===== config.mk =====
export PLATFORM = sky130hd
export DESIGN_NAME = blink_period_meter
export DESIGN_NICKNAME = d
export VERILOG_FILES = /design/src/rtl/blink_period_meter_pkg.sv /design/src/rtl/sync_rise_det.sv /design/src/rtl/blink_period_meter.sv
export SDC_FILE = /design/constraint.sdc
export NUM_CORES = 1
export LEC_CHECK = 0
export ABC_CLOCK_PERIOD_IN_PS = 1850
export BUFFER_PORTS_ARGS = -buffer_cell sky130_fd_sc_hd__buf_2
export CAP_MARGIN = 20
export CORE_UTILIZATION = 50
export DETAILED_ROUTE_END_ITERATION = 7
export PLACE_DENSITY = 0.77
export SLEW_MARGIN = 5
export SYNTH_ARGS = -nofsm -noshare
export SYNTH_HDL_FRONTEND = slang
export SYNTH_HIERARCHICAL = 1
export SYNTH_SLANG_ARGS = --single-unit

===== constraint.sdc =====
create_clock -name clk -period 1.85 [get_ports clk]
set_clock_uncertainty 0.15 [all_clocks]
set_input_delay 0 -clock clk [delete_from_list [all_inputs] [get_ports clk]]
set_output_delay 0 -clock clk [all_outputs]
set_load 0.01 [all_outputs]

===== src/rtl/blink_period_meter_pkg.sv =====
// Shared definitions for the blink period meter: FSM state type, default
// parameter values for a 50 MHz clock, and a small saturating helper.
package blink_period_meter_pkg;

  typedef enum logic {
    ST_WAIT_EDGE = 1'b0,
    ST_MEASURE   = 1'b1
  } state_e;

  localparam int unsigned DEF_CNT_W      = 26;
  localparam int unsigned DEF_TIMEOUT    = 50_000_000;
  localparam int unsigned DEF_EXP_PERIOD = 25_000_001;

  // a - b, clamped at zero (lower in_range bound must not wrap)
  function automatic int unsigned sat_sub(input int unsigned a, input int unsigned b);
    return (a > b) ? (a - b) : 0;
  endfunction

endpackage


===== src/rtl/sync_rise_det.sv =====
// Synchronizer plus rising-edge detector for a slow asynchronous input.
// Ports:
//   clk     - system clock
//   reset   - synchronous, active-high reset
//   d_async - asynchronous input
//   level   - synchronized level (last synchronizer stage)
//   rise    - high for one cycle when level goes 0 -> 1
module sync_rise_det #(
  parameter int unsigned SYNC_STAGES = 2
) (
  input  logic clk,
  input  logic reset,
  input  logic d_async,
  output logic level,
  output logic rise
);

  logic [SYNC_STAGES-1:0] sync_q;
  logic [SYNC_STAGES-1:0] sync_d;
  logic                   edge_q;

  always_comb begin
    sync_d = {sync_q[SYNC_STAGES-2:0], d_async};
  end

  always_ff @(posedge clk) begin
    if (reset) begin
      sync_q <= '0;
      edge_q <= 1'b0;
    end else begin
      sync_q <= sync_d;
      edge_q <= sync_q[SYNC_STAGES-1];
    end
  end

  assign level = sync_q[SYNC_STAGES-1];
  assign rise  = level & ~edge_q;

endmodule


===== src/rtl/blink_period_meter.sv =====
// Measures period (rise to rise) and high time of a slow square wave in clk
// cycles, flags whether the period is within EXP_PERIOD +/- TOL, and reports
// a stalled input when no rising edge arrives within TIMEOUT cycles.
// Ports:
//   clk, reset   - clock and synchronous active-high reset
//   sig_in       - asynchronous square wave under measurement
//   period       - last measured period
//   high_time    - high cycles within that period
//   meas_valid   - one-cycle pulse when period/high_time update
//   in_range     - period within tolerance, updated with meas_valid
//   timeout      - one-cycle pulse on stall
//   locked       - high while measuring
//   stuck_level  - synchronized input level captured at the last timeout
module blink_period_meter
  import blink_period_meter_pkg::*;
#(
  parameter int unsigned CNT_W       = DEF_CNT_W,
  parameter int unsigned TIMEOUT     = DEF_TIMEOUT,
  parameter int unsigned EXP_PERIOD  = DEF_EXP_PERIOD,
  parameter int unsigned TOL         = 2,
  parameter int unsigned SYNC_STAGES = 2
) (
  input  logic             clk,
  input  logic             reset,
  input  logic             sig_in,
  output logic [CNT_W-1:0] period,
  output logic [CNT_W-1:0] high_time,
  output logic             meas_valid,
  output logic             in_range,
  output logic             timeout,
  output logic             locked,
  output logic             stuck_level
);

  // One bit wider than the counters so the bounds never wrap.
  localparam int unsigned      CW1        = CNT_W + 1;
  localparam logic [CNT_W:0]   RANGE_LO   = CW1'(sat_sub(EXP_PERIOD, TOL));
  localparam logic [CNT_W:0]   RANGE_HI   = CW1'(EXP_PERIOD + TOL);
  localparam logic [CNT_W-1:0] TIMEOUT_C  = CNT_W'(TIMEOUT);
  localparam logic [CNT_W-1:0] ONE        = CNT_W'(1);

  logic level, rise;

  sync_rise_det #(
    .SYNC_STAGES(SYNC_STAGES)
  ) u_sync (
    .clk    (clk),
    .reset  (reset),
    .d_async(sig_in),
    .level  (level),
    .rise   (rise)
  );

  state_e           state_q, state_d;
  logic [CNT_W-1:0] cnt_q, cnt_d;
  logic [CNT_W-1:0] hi_q, hi_d;
  logic [CNT_W-1:0] period_q, period_d;
  logic [CNT_W-1:0] high_q, high_d;
  logic             mv_q, mv_d;
  logic             inr_q, inr_d;
  logic             to_q, to_d;
  logic             stuck_q, stuck_d;

  always_ff @(posedge clk) begin
    if (reset) begin
      state_q  <= ST_WAIT_EDGE;
      cnt_q    <= '0;
      hi_q     <= '0;
      period_q <= '0;
      high_q   <= '0;
      mv_q     <= 1'b0;
      inr_q    <= 1'b0;
      to_q     <= 1'b0;
      stuck_q  <= 1'b0;
    end else begin
      state_q  <= state_d;
      cnt_q    <= cnt_d;
      hi_q     <= hi_d;
      period_q <= period_d;
      high_q   <= high_d;
      mv_q     <= mv_d;
      inr_q    <= inr_d;
      to_q     <= to_d;
      stuck_q  <= stuck_d;
    end
  end

  always_comb begin
    state_d  = state_q;
    cnt_d    = cnt_q;
    hi_d     = hi_q;
    period_d = period_q;
    high_d   = high_q;
    mv_d     = 1'b0;
    inr_d    = inr_q;
    to_d     = 1'b0;
    stuck_d  = stuck_q;
    case (state_q)
      ST_WAIT_EDGE: begin
        if (rise) begin
          cnt_d   = ONE;
          hi_d    = ONE;
          state_d = ST_MEASURE;
        end
      end
      ST_MEASURE: begin
        // A rise on the same cycle as cnt==TIMEOUT is a valid measurement.
        if (rise) begin
          period_d = cnt_q;
          high_d   = hi_q;
          mv_d     = 1'b1;
          inr_d    = ({1'b0, cnt_q} >= RANGE_LO) && ({1'b0, cnt_q} <= RANGE_HI);
          cnt_d    = ONE;
          hi_d     = ONE;
        end else if (cnt_q == TIMEOUT_C) begin
          to_d     = 1'b1;
          stuck_d  = level;
          state_d  = ST_WAIT_EDGE;
        end else begin
          cnt_d    = cnt_q + ONE;
          hi_d     = hi_q + CNT_W'(level);
        end
      end
      default: state_d = ST_WAIT_EDGE;
    endcase
  end

  assign period      = period_q;
  assign high_time   = high_q;
  assign meas_valid  = mv_q;
  assign in_range    = inr_q;
  assign timeout     = to_q;
  assign locked      = (state_q == ST_MEASURE);
  assign stuck_level = stuck_q;

endmodule


==> qor.yml, run 1 <==
dominantRegCellSynth: "dfxtp_1"
setup_viol: 53
fp.dieArea_mm2: 0.0106
vdd_ir_drop_max_mv: 0.451
design.core.area_mm2: 0.00986
internal-power_uw: 3220
hpwlAfterDp_um: 11000
swShare: 0.255
finalCritPeriodShare: 1.15
synth_top_area_share: 0.438
pwr-share-comb: 0.080
detail-route-antenna-nets: 0
power.switching_uw: 1100
rows: 36
via_count: 5835
muxShareOfSynthArea: 0
grt_max_degree: 73
ys.warnings.count: 6
via_per_inst: 6.21
drtPass1Iterations: 5
die_w_um: 103
drc_errors: 0
cap_violations: 0
ys_types: 66
fp.dieH_um: 103
cp_max_fo: 5
grt_util_all_layers: 0.312
synthAdderAreaFrac: 0.00978
totalPowerFinal_uw: 4320
synth_area_leaders: "dfxtp_1, nand2_1, a21oi_1"
place_ws_ns: -0.266
worstMarginPinSlew_ns: 0.405
synth_edf_count: 0
yosys.area.top_type: "dfxtp_1"
synthArstFlopShare: 0
wl_per_cell_um: 19.8
outcome: "complete, but fails checks"
stdcell_count: 939
synth-seq-cells: 112
layout-drive-gt1-share: 0.438
path_class: "reg2reg"
period_needed_ns: 2.12
relSlewSlack: 0.728
cts_root_buffer: "clkbuf_8"
synth_cells: 620
hp-class: "reg2reg"
dp_cells: 898
grt_overflow: 0
startpoint_type: "flip-flop"
ioPinCount: 60
max_freq_ghz: 0.471
syn_area_per_cell_um2: 8.25
n_antenna_cell: 0
drt-total-wl_um: 18600
p_leak_uw: 0.00303
syn_nets: 627
synth_top_family_by_area: "simple AND/OR/NAND/NOR gates"
worst_slack_ns: -0.273
portBuffers: 59
cts.sinks: 112
cts_max_level: 3
finish.utilization: 0.768
violations: "negative setup slack"
min_path_cells: 1
cp.arrival_ns: 2.27
tns_ns: -8.87
clk_pin_slew_ns: 0.11
endpoint_kind: "flip-flop"
gp_congestion: 0.948
yosysSeqAreaShare: 0.438
powerDensity_mw_per_mm2: 571
clock_path_buffers: 2
ff2ff_path_depth: 6
p_seq_frac: 0.560
cts_tree: "built"
synth_compound_area_frac: 0.193
nets: 809
hold_viol: 0
start_util: 0.519
synth_commonest_cells: "nand2_1, dfxtp_1, a21oi_1"
yosys.area_share.xor_xnor: 0.00685
antenna_found_initial: 0
drt_iter0_drc: 424
clk_latency_ns: 0.40
grt_pass1_wl_um: 25300
synth-simple-area-share: 0.299
area_growth_pct: 48.0
pwr-share-clk: 0.360
maxSlewViolCount: 0
cts_made_buffers: 9
cp.required_ns: 2.00
grt_pass1_vias: 5135
rsz0062_at_grt: "yes"
syn_area_mm2: 0.00512
yosysMostFrequentCell: "nand2_1"
final cells by class:
type                       count  area, um2
inverter                       8       30.0
clock inverter                 5       63.8
timing repair buffer         213       1670
multi-input combinational    458       3220
fill                         607       2290
sequential                   112       2280
clock buffer                  10        138
tap                          133        166
cell families (layout without fill, tap and decap cells):
kind of cell	Yosys count	in the layout
AND/OR/NAND/NOR	288	288
AO/OA/AOI/OAI	162	162
XOR/XNOR	4	4
buffers and inverters	50	236
flip-flops	112	112
adder cells (fa/ha/maj)	4	4
worst max-delay path, cell delays in order (launching register included):
cell and delay [ns]:
dfxtp_2 0.36, nor4_4 0.44, nand4_4 0.29, buf_6 0.21
o21a_4 0.24, buf_6 0.13, a311oi_2 0.23
state kept, by name, summed over array words and instances, names as in the netlist:
register       count
cnt_q             26
hi_q              26
high_time         26
in_range           1
locked             1
meas_valid         1
period            26
stuck_level        1
timeout            1
u_sync/edge_q      1
u_sync/sync_q      2
placed cells by master, fill, tap and decap left out, types with 4 or more instances in the layout:
master and n:
o21ai_1 9, and2_1 4, a211o_1 5, dfxtp_2 19
a21oi_1 65, or3_1 5, dfxtp_4 5, nor4_2 4
and4_1 7, buf_12 4, a311oi_1 5, dfxtp_1 88
a21oi_2 9, a21o_1 9, inv_1 6, nor2_1 26
buf_6 32, nand2_1 133, ha_4 4, buf_4 111
a31oi_1 5, nand2_2 5, and3_2 4, nand4_1 15
nand3_1 19, nor3_1 9, buf_2 59, o21ai_0 9
clkbuf_8 10, nor4_4 5, and3_1 6, a31oi_4 6
o21ai_2 4
stage by stage:
step                      cell area (um2)  hold WS [ns]
after detailed placement             6430        0.0665
after global placement               6430        0.0643
after global routing                 7570         0.310
after floorplan                      5210       -0.0858
final                                7570         0.303
after CTS                            6910         0.309
final timing paths:
| kind | from | end | slack (ns) |
|---|---|---|---|
| max | cnt_q[4] | hi_q[5] | -0.27 |
| min | u_sync/sync_q[0] | u_sync/sync_q[1] | 0.30 |
| max reg2reg | cnt_q[4] | hi_q[5] | -0.27 |
| min reg2reg | u_sync/sync_q[0] | u_sync/sync_q[1] | 0.30 |
repair_timing:
action | 4_1_cts | 5_1_grt
resized for setup | 61 | 109
pin swaps | 21 | 46
buffers inserted | 4 | 18
cloned | 0 | 1
hold buffers | 3 | 0
endpoints found under the hold margin | 54 | 0
setup endpoints to repair | 52 | 87
power by group through the flow:
| stage | registers [uW] | clock network (uW) | logic [uW] |
|---|---|---|---|
| finish | 2420 | 1560 | 344 |
| global route | 2420 | 1650 | 358 |
| CTS | 2430 | 1550 | 271 |
| detailed placement | 2480 | 0 | 230 |
| global placement | 2480 | 0 | 227 |
| floorplan | 2480 | 0 | 121 |
routing by layer:
metal,routed length (um),up-vias,track usage
li1,-,2593,-
met1,7240,2784,0.391
met2,8930,350,0.523
met3,1390,108,0.0434
met4,1000,0,0.161
met5,0,-,0
Note: power is estimated with default switching activity, not from simulation.
==> run 2: changes to the inputs <==
--- a/config.mk
+++ b/config.mk
@@ -5,14 +5,14 @@
 export SDC_FILE = /design/constraint.sdc
 export NUM_CORES = 1
 export LEC_CHECK = 0
-export ABC_CLOCK_PERIOD_IN_PS = 1850
+export ABC_CLOCK_PERIOD_IN_PS = 2700
 export BUFFER_PORTS_ARGS = -buffer_cell sky130_fd_sc_hd__buf_2
 export CAP_MARGIN = 20
 export CORE_UTILIZATION = 50
+export CTS_CLUSTER_SIZE = 20
 export DETAILED_ROUTE_END_ITERATION = 7
-export PLACE_DENSITY = 0.77
+export PLACE_DENSITY = 0.74
 export SLEW_MARGIN = 5
 export SYNTH_ARGS = -nofsm -noshare
 export SYNTH_HDL_FRONTEND = slang
-export SYNTH_HIERARCHICAL = 1
 export SYNTH_SLANG_ARGS = --single-unit
==> constraint.sdc (replaced) <==
create_clock -name clk -period 2.7 [get_ports clk]
set_clock_uncertainty 0.15 [all_clocks]
set_input_delay 0 -clock clk [delete_from_list [all_inputs] [get_ports clk]]
set_output_delay 0 -clock clk [all_outputs]
set_load 0.01 [all_outputs]
==> run 2 against run 1 <==
Against the previous run:
- the flow now finishes without violations
- routed wire length is 41% lower
- critical path depth did not move
- first-iteration DRC count fell by 64%
- cell count down 17%
- clock power fell by 40%
- combinational power fell by 76%
- setup slack improved by 0.59 ns
- core utilization down 18 points
- sequential share of layout area up 11 points
- via count shrank 26%
- synthesized area down 5.9%
==> qor.yml, run 2 <==
ioPinCount: 60  # unchanged
reg2reg_from: "cnt_q[8]"
via_count: 4304  # -26%
rsz0062_at_grt: "no"
synth_top_area_share: 0.466  # +0.0276
syn_area_per_cell_um2: 8.04  # -2.6%
antenna_found_initial: 0  # unchanged
hold_start: "sig_in"
syn_area_mm2: 0.00481  # -5.9%
fp.dieH_um: 100  # -2.9%
syn_nets: 606  # -3.3%
internal-power_uw: 2020  # -37%
finish.utilization: 0.587  # -0.181
r2r-end: "cnt_q[6]"
startpoint_type: "flip-flop"
grt_util_all_layers: 0.225  # -0.0864
area_growth_pct: 13.2
yosysMostFrequentCell: "nand2_1"
cts_made_buffers: 9  # unchanged
layout-drive-gt1-share: 0.166  # -0.272
slowest_delay_ns: 0.64  # +0.20 ns
cap_violations: 0  # unchanged
via_per_inst: 5.49  # -12%
crit_slowest_cell: "or4b_1"
setup_viol: 0  # -100%
dominantRegCellSynth: "dfxtp_1"
critPathLaunch: "cnt_q[8]"
wl_per_cell_um: 14.0  # -29%
power.switching_uw: 651  # -41%
endpoint_kind: "flip-flop"
hp-class: "in2reg"
clock_path_buffers: 2  # unchanged
yosys.area.top_type: "dfxtp_1"
pwr-share-clk: 0.347  # -0.013
synthArstFlopShare: 0  # unchanged
grt_overflow: 0  # unchanged
rrSetupSlack_ns: 0.32  # +0.59 ns
path_cells: "or3_1 -> or4b_1 -> o21ai_4 -> buf_4 -> a21oi_1 -> nor3_1"
drt-total-wl_um: 10900  # -41%
cts_tree: "built"
synth_area_leaders: "dfxtp_1, nand2_1, a21oi_1"
hold_end: "u_sync.sync_q[0]"
maxSlewViolCount: 0  # unchanged
gp_congestion: 0.872  # -8.0%
layout_commonest_cell: "nand2_1"
detail-route-antenna-nets: 0  # unchanged
synth_commonest_cells: "nand2_1, dfxtp_1, a21oi_1"
start_util: 0.519  # about the same
outcome: "finished clean"
grt_pass1_vias: 3911  # -24%
totalPowerFinal_uw: 2670  # -38%
vdd_ir_drop_max_mv: 0.294  # -35%
design.core.area_mm2: 0.00928  # -5.9%
n_antenna_cell: 0  # unchanged
die_w_um: 100  # -2.9%
finalCritPeriodShare: 0.882  # -0.265
critPathBufInv: 1  # -1
period_needed_ns: 2.38  # +0.259 ns
synth-simple-area-share: 0.280  # -0.0191
drtPass1Iterations: 4  # -1
synth_top_family_by_area: "simple AND/OR/NAND/NOR gates"
p_seq_frac: 0.622  # +0.062
layout_common_cells: "nand2_1, dfxtp_1, a21oi_1, buf_2, or3_1"
path_class: "reg2reg"
pwr-share-comb: 0.031  # -0.049
worstMarginPinSlew_ns: 0.830  # +0.425 ns
ctsResizeCount: 0  # -100%
cp.arrival_ns: 2.53  # +0.26 ns
cts_post_setup_buffers_inserted: 0  # -4
cts.sinks: 112  # unchanged
synth_compound_area_frac: 0.173  # -0.0193
cts_max_level: 3  # unchanged
synth_cells: 599  # -3.4%
rows: 35  # -2.8%
portBuffers: 59  # unchanged
grt_pass1_wl_um: 18100  # -28%
tns_ns: 0  # +8.87 ns
powerDensity_mw_per_mm2: 491  # -14%
cp.required_ns: 2.85  # +0.85 ns
clk_pin_slew_ns: 0.11  # about the same
drt_iter0_drc: 154  # -64%
cpLargestDelayFamily: "simple AND/OR/NAND/NOR gates"
grt_max_degree: 38  # -48%
hpwlAfterDp_um: 7910  # -28%
fp.dieArea_mm2: 0.0100  # -5.8%
nets: 657  # -19%
swShare: 0.244  # -0.0111
clk_latency_ns: 0.37  # -0.03 ns
synthAdderAreaFrac: 0.0104  # +0.000615
min_path_cells: 3  # +2
synth-seq-cells: 112  # unchanged
p_leak_uw: 0.00184  # -39%
ys.warnings.count: 0  # -6
ff2ff_path_depth: 6  # unchanged
max_freq_ghz: 0.420  # -11%
hold_viol: 0  # unchanged
synth_edf_count: 0  # unchanged
cp_max_fo: 17  # +12
drc_errors: 0  # unchanged
ys_types: 48  # -27%
cts_root_buffer: "clkbuf_8"
yosys.area_share.xor_xnor: 0.0236  # +0.0168
muxShareOfSynthArea: 0  # unchanged
relSlewSlack: 0.447  # -0.281
yosysSeqAreaShare: 0.466  # +0.0276
## run 2: cell types whose count changed in the layout (fill, tap and decap cells not counted), sizes merged, moves of 8 or more
cell,change
buf,-133
or3,+21
a21oi,+18
a31oi,-13
a21o,-9
xnor2,+9
and3,-8
nor2,-8
nor3,-8
## run 2: power groups by stage
stage / clock (uW) / combinational [uW] / sequential [uW]
floorplan: 0 / 59.5 / 1700
global placement: 0 / 78.0 / 1700
detailed placement: 0 / 79.4 / 1700
CTS: 953 / 82.0 / 1660
global route: 1010 / 90.4 / 1670
finish: 929 / 81.7 / 1660
## run 2: cells by family after synthesis
kind of cell / Yosys count
and+or+nand+nor: 274
AOI/OAI and AO/OA: 143
xor gates and xnor gates: 13
DFF: 112
adders and majority gates: 4
buffers and inverters: 53
## run 2: layout make-up
class                   count  area, um2
fillers                   885       3830
multi-input cells         434       2350
flip-flops and latches    112       2240
repair buffers             78        455
well taps                 129        161
clock buffers               9        124
clock inverters             7       56.3
inverters                  15       56.3
## run 2: worst max path at each step
stage	to	slack, ns	cells after the start
5_1_grt	cnt_q[2]	0.13	7
6_report	cnt_q[6]	0.32	6
3_3_place_gp	cnt_q[3]	0.36	6
3_5_place_dp	cnt_q[13]	0.35	6
4_1_cts	cnt_q[6]	0.32	6
2_1_floorplan	cnt_q[1]	0.47	8
## run 2: metrics by stage
stage / worst slack, ns / instance area, um2 / cells / hold slack [ns]
4_1_cts: 0.324 / 5450 / 784 / 0.237
5_1_grt: 0.134 / 5450 / 784 / 0.239
3_5_place_dp: 0.349 / 5250 / 766 / 0.0863
6_report: 0.318 / 5450 / 784 / 0.237
2_1_floorplan: 0.467 / 4810 / 599 / -0.0218
3_3_place_gp: 0.364 / 5250 / 766 / 0.0654
## run 2: worst min-delay path, cell delays in order
cell	delay, ns
dlygate4sd3_1	0.52
buf_2	0.09
nor2b_1	0.12
## run 2: what timing repair did
action | in CTS | in global routing
hold buffers | 2 | 0
setup endpoints to repair | 0 | 0
hold endpoints to repair | 21 | 0
## run 2: routing by layer
layer | wire, um | global-route usage | up-vias
met5 | 0 | 0 | -
met2 | 4920 | 0.366 | 101
met4 | 182 | 0.0780 | 0
met3 | 497 | 0.0348 | 14
li1 | - | - | 2194
met1 | 5340 | 0.306 | 1995
